`src/rtl/logic_74hc191.sv`:
```
// logic_74hc191: 4-bit synchronous up/down binary counter with
// terminal-count, ripple-carry and a registered terminal-count flag.
module logic_74hc191 #(
    parameter logic [3:0] RESET_VAL = 4'b0000
) (
    input  logic       CK,
    input  logic       nCLR,
    input  logic       nLOAD,
    input  logic       nCTEN,
    input  logic       DnU,
    input  logic [3:0] DATAIN,
    output logic [3:0] COUNTER,
    output logic       MAX_MIN,
    output logic       nRCO,
    output logic       TC_Q
);

    logic [3:0] count_q;
    logic [3:0] count_d;
    logic       max_min;
    logic       tc_q;

    // Next count: load beats count, count beats hold.
    always_comb begin
        count_d = count_q;
        if (!nLOAD) begin
            count_d = DATAIN;
        end else if (!nCTEN) begin
            if (DnU) begin
                count_d = count_q - 4'd1;
            end else begin
                count_d = count_q + 4'd1;
            end
        end
    end

    // Count register with asynchronous clear to RESET_VAL.
    always_ff @(posedge CK or negedge nCLR) begin
        if (!nCLR) begin
            count_q <= RESET_VAL;
        end else begin
            count_q <= count_d;
        end
    end

    // Terminal count depends on the current direction, so a DnU flip
    // moves MAX_MIN and nRCO without waiting for a clock edge.
    always_comb begin
        max_min = 1'b0;
        if (DnU) begin
            max_min = (count_q == 4'd0);
        end else begin
            max_min = (count_q == 4'd15);
        end
    end

    // Registered terminal count; deliberately not cleared, it settles
    // on the first edge after reset.
    always_ff @(posedge CK) begin
        tc_q <= max_min;
    end

    assign COUNTER = count_q;
    assign MAX_MIN = max_min;
    assign nRCO    = ~(max_min & ~nCTEN);
    assign TC_Q    = tc_q;

endmodule
```
`config.mk`:
```
export PLATFORM = sky130hd
export DESIGN_NAME = logic_74hc191
export DESIGN_NICKNAME = d
export VERILOG_FILES = /design/src/rtl/logic_74hc191.sv
export SDC_FILE = /design/constraint.sdc
export NUM_CORES = 1
export LEC_CHECK = 0
export BUFFER_PORTS_ARGS = -buffer_cell sky130_fd_sc_hd__buf_2
export CAP_MARGIN = 20
export CORE_AREA = 8 8 45 47
export CTS_CLUSTER_SIZE = 25
export DETAILED_ROUTE_END_ITERATION = 8
export DIE_AREA = 0 0 53 55
export SYNTH_ARGS = -nofsm -noshare
export SYNTH_HDL_FRONTEND = slang
export SYNTH_SLANG_ARGS = --single-unit
```
`constraint.sdc`:
```
create_clock -name CK -period 4.1 [get_ports CK]
set_clock_uncertainty 0.1 [all_clocks]
set_input_delay 0.82 -clock CK [delete_from_list [all_inputs] [get_ports CK]]
set_output_delay 0.82 -clock CK [all_outputs]
set_load 0.005 [all_outputs]
```
==> run metrics <==
maximum clock frequency around 0.37 GHz; Detailed Route WL ~920 µm; reg-to-reg critical path startpoint COUNTER[2]; period utilisation layout 0.666; Post-Syn Area per Cell ~9.5 µm²; initial DRC count 5; CTS buffer count 3; setup TNS 0 ns; DR pass1 iterations 4; Setup Viol. Count Final 0; average wire per standard cell between 10 and 15 µm; EDFF count, synth 0; CP endpoint kind primary output; grt total ovfl 0; synth top area cells dfrtp_1 26%, ha_1 6.6%, a21oi_1 5.3%; n_diodes 0; core area roughly 1400 µm²; Mapped Cells 40; routability cong. approximately 0.74; slew margin rel. 0.837; TritonCTS Sinks 5; # DRC 0; Clock Path Buffers 2; # IOs 16; layout cell share with drive strength beyond 1 0.351; Netlist Area Pre-Place about 380 µm²; number of synthesized register bits 5; RSZ-0062 raised after global routing false; vias per std cell 5.03; crit path capture nRCO; max-slew violations 0; Max Cap Viol 0; row count 14; Post-synth top cells 4 x a21oi_1, 4 x dfrtp_1, 4 x inv_1; final net count 70; Die X 53 µm; largest vdd supply drop about 0.19 mV; Tmin final 2.73 ns; largest net degree at the start of global routing 12; status complete, no violations; worst endpoint required time around 3.2 ns; final hold slack 0.275 ns; Synth Warn # 0; crit path max fanout 9; GRT Total Usage 0.0717; Worst Hold Class primary input to asynchronous set/reset pin; Arr. time, crit path around 1.8 ns; FF/Latch Area 120 µm²; CP Launch Point DnU; prevailing post-synth register cell dfrtp_1; area leader, netlist dfrtp_1; Hold Vio Cnt, Final 0; Crit Path Category primary input to primary output; TritonCTS clock tree yes; Slew @ Worst Pin 0.244 ns; filler instances ~140; Async SR Flop Fraction 0.800; R2R cell count 4; share of the synthesized area in the top cell type 0.263; sequential fraction of the synthesis area 0.316; Clock transition at path regs ~0.040 ns; clock latency on the worst-skew pair 0.24 ns; I/O Buffers 15; post-CTS resize count 0; first-pass GRT wire length 1520 µm; Yosys cell types 23; root buf cell clkbuf_4; CP Launch Type primary input; CTS Hold Bufs 0; RR Endpoint COUNTER[3]; vias in the first global route between 300 and 400; Starting Density 0.275; htree depth 1; Setup Buffers After CTS 0; initial antenna violation count 0; Final HPWL DP approximately 750 µm; die footprint 2920 µm²; Layout area overhead 28.0%; r2r setup slk approximately 2.5 ns; footprint of the multi-input gates roughly 230 µm²; power density cells roughly 370 nW/µm²; Die H approximately 55 µm; Static Leakage between 0.2 and 0.25 nW; via count 367; Mapped Nets 52; DRT antenna net count 0
## sequential cells by signal, indices dropped and copies added, names as in the netlist
register	count
COUNTER	4
TC_Q	1
## metal layers
layer,up-vias,global-route usage,wire (µm),part of all wire
met1,165,0.0870,425,0.46
met3,2,0.0508,150,0.16
met4,0,0.0129,6,0.0065
met5,-,0,0,0
li1,178,-,-,-
met2,22,0.102,340,0.37
## where the power goes
group / internal (mW) / total, mW / switching (mW) / leakage, nW
combinational: 0.0302 / 0.0558 / 0.0256 / 0.166
clock: 0.0368 / 0.0568 / 0.0200 / 0.0150
sequential: 0.0567 / 0.0684 / 0.0117 / 0.0544
## metrics by stage
step / total power [mW] / cell area, µm² / setup WS, ns / std cells / util
floorplan: 0.104 / 380 / 1.63 / 40 / -
global placement: 0.125 / 460 / 1.40 / 69 / 0.333
detailed placement: 0.126 / 460 / 1.37 / 69 / 0.333
CTS: 0.185 / 487 / 1.37 / 73 / 0.352
global route: 0.200 / 487 / 1.30 / 73 / 0.352
finish: 0.181 / 487 / 1.37 / 73 / 0.352
## how the worst min path moves through the flow
| stage | start | cells past startpoint | to | slack (ns) |
|---|---|---|---|---|
| floorplan | nCLR | 0 | COUNTER[0] | 0.42 |
| global route | nCLR | 1 | COUNTER[2] | 0.26 |
| global placement | COUNTER[2] | 1 | TC_Q | 0.49 |
| finish | nCLR | 1 | COUNTER[1] | 0.28 |
| detailed placement | COUNTER[2] | 1 | TC_Q | 0.51 |
| CTS | nCLR | 1 | COUNTER[1] | 0.27 |
## cell type report
class / count / area share
Clock buffer: 4 / 0.0540
Inverter: 4 / 0.0308
Multi-Input combinational cell: 29 / 0.473
Sequential cell: 5 / 0.247
Tap cell: 16 / 0.0411
Timing Repair Buffer: 15 / 0.154
## critical path, cell delays in order
cell and delay, ns:
buf_2 0.16, or4b_1 0.44, mux2i_1 0.19, nand2b_1 0.07, buf_2 0.12
## cells by family (layout without fill, tap and decap cells)
logic type,after synthesis,count (layout),share of synthesized area
muxes,3,3,0.0822
buffers and inverters,6,23,0.0789
xor gates and xnor gates,2,2,0.0461
AOI/OAI and AO/OA,8,8,0.132
DFF,5,5,0.316
adders and majority gates,3,3,0.118
and+or+nand+nor,13,13,0.227
## placed cells by master (no fill, tap or decap), drive strengths merged
cell     instances
a21o             1
a21oi            4
a221oi           1
a22oi            1
buf             15
clkbuf           4
dfrtp            4
dfxtp            1
fa               1
ha               2
inv              4
mux2             1
mux2i            2
nand2b           1
nand3            3
nand3b           1
nand4b           1
nand4bb          1
nor2             3
o21ai            1
or3              1
or4b             2
xnor2            2
(Power assumes the default switching activity.)
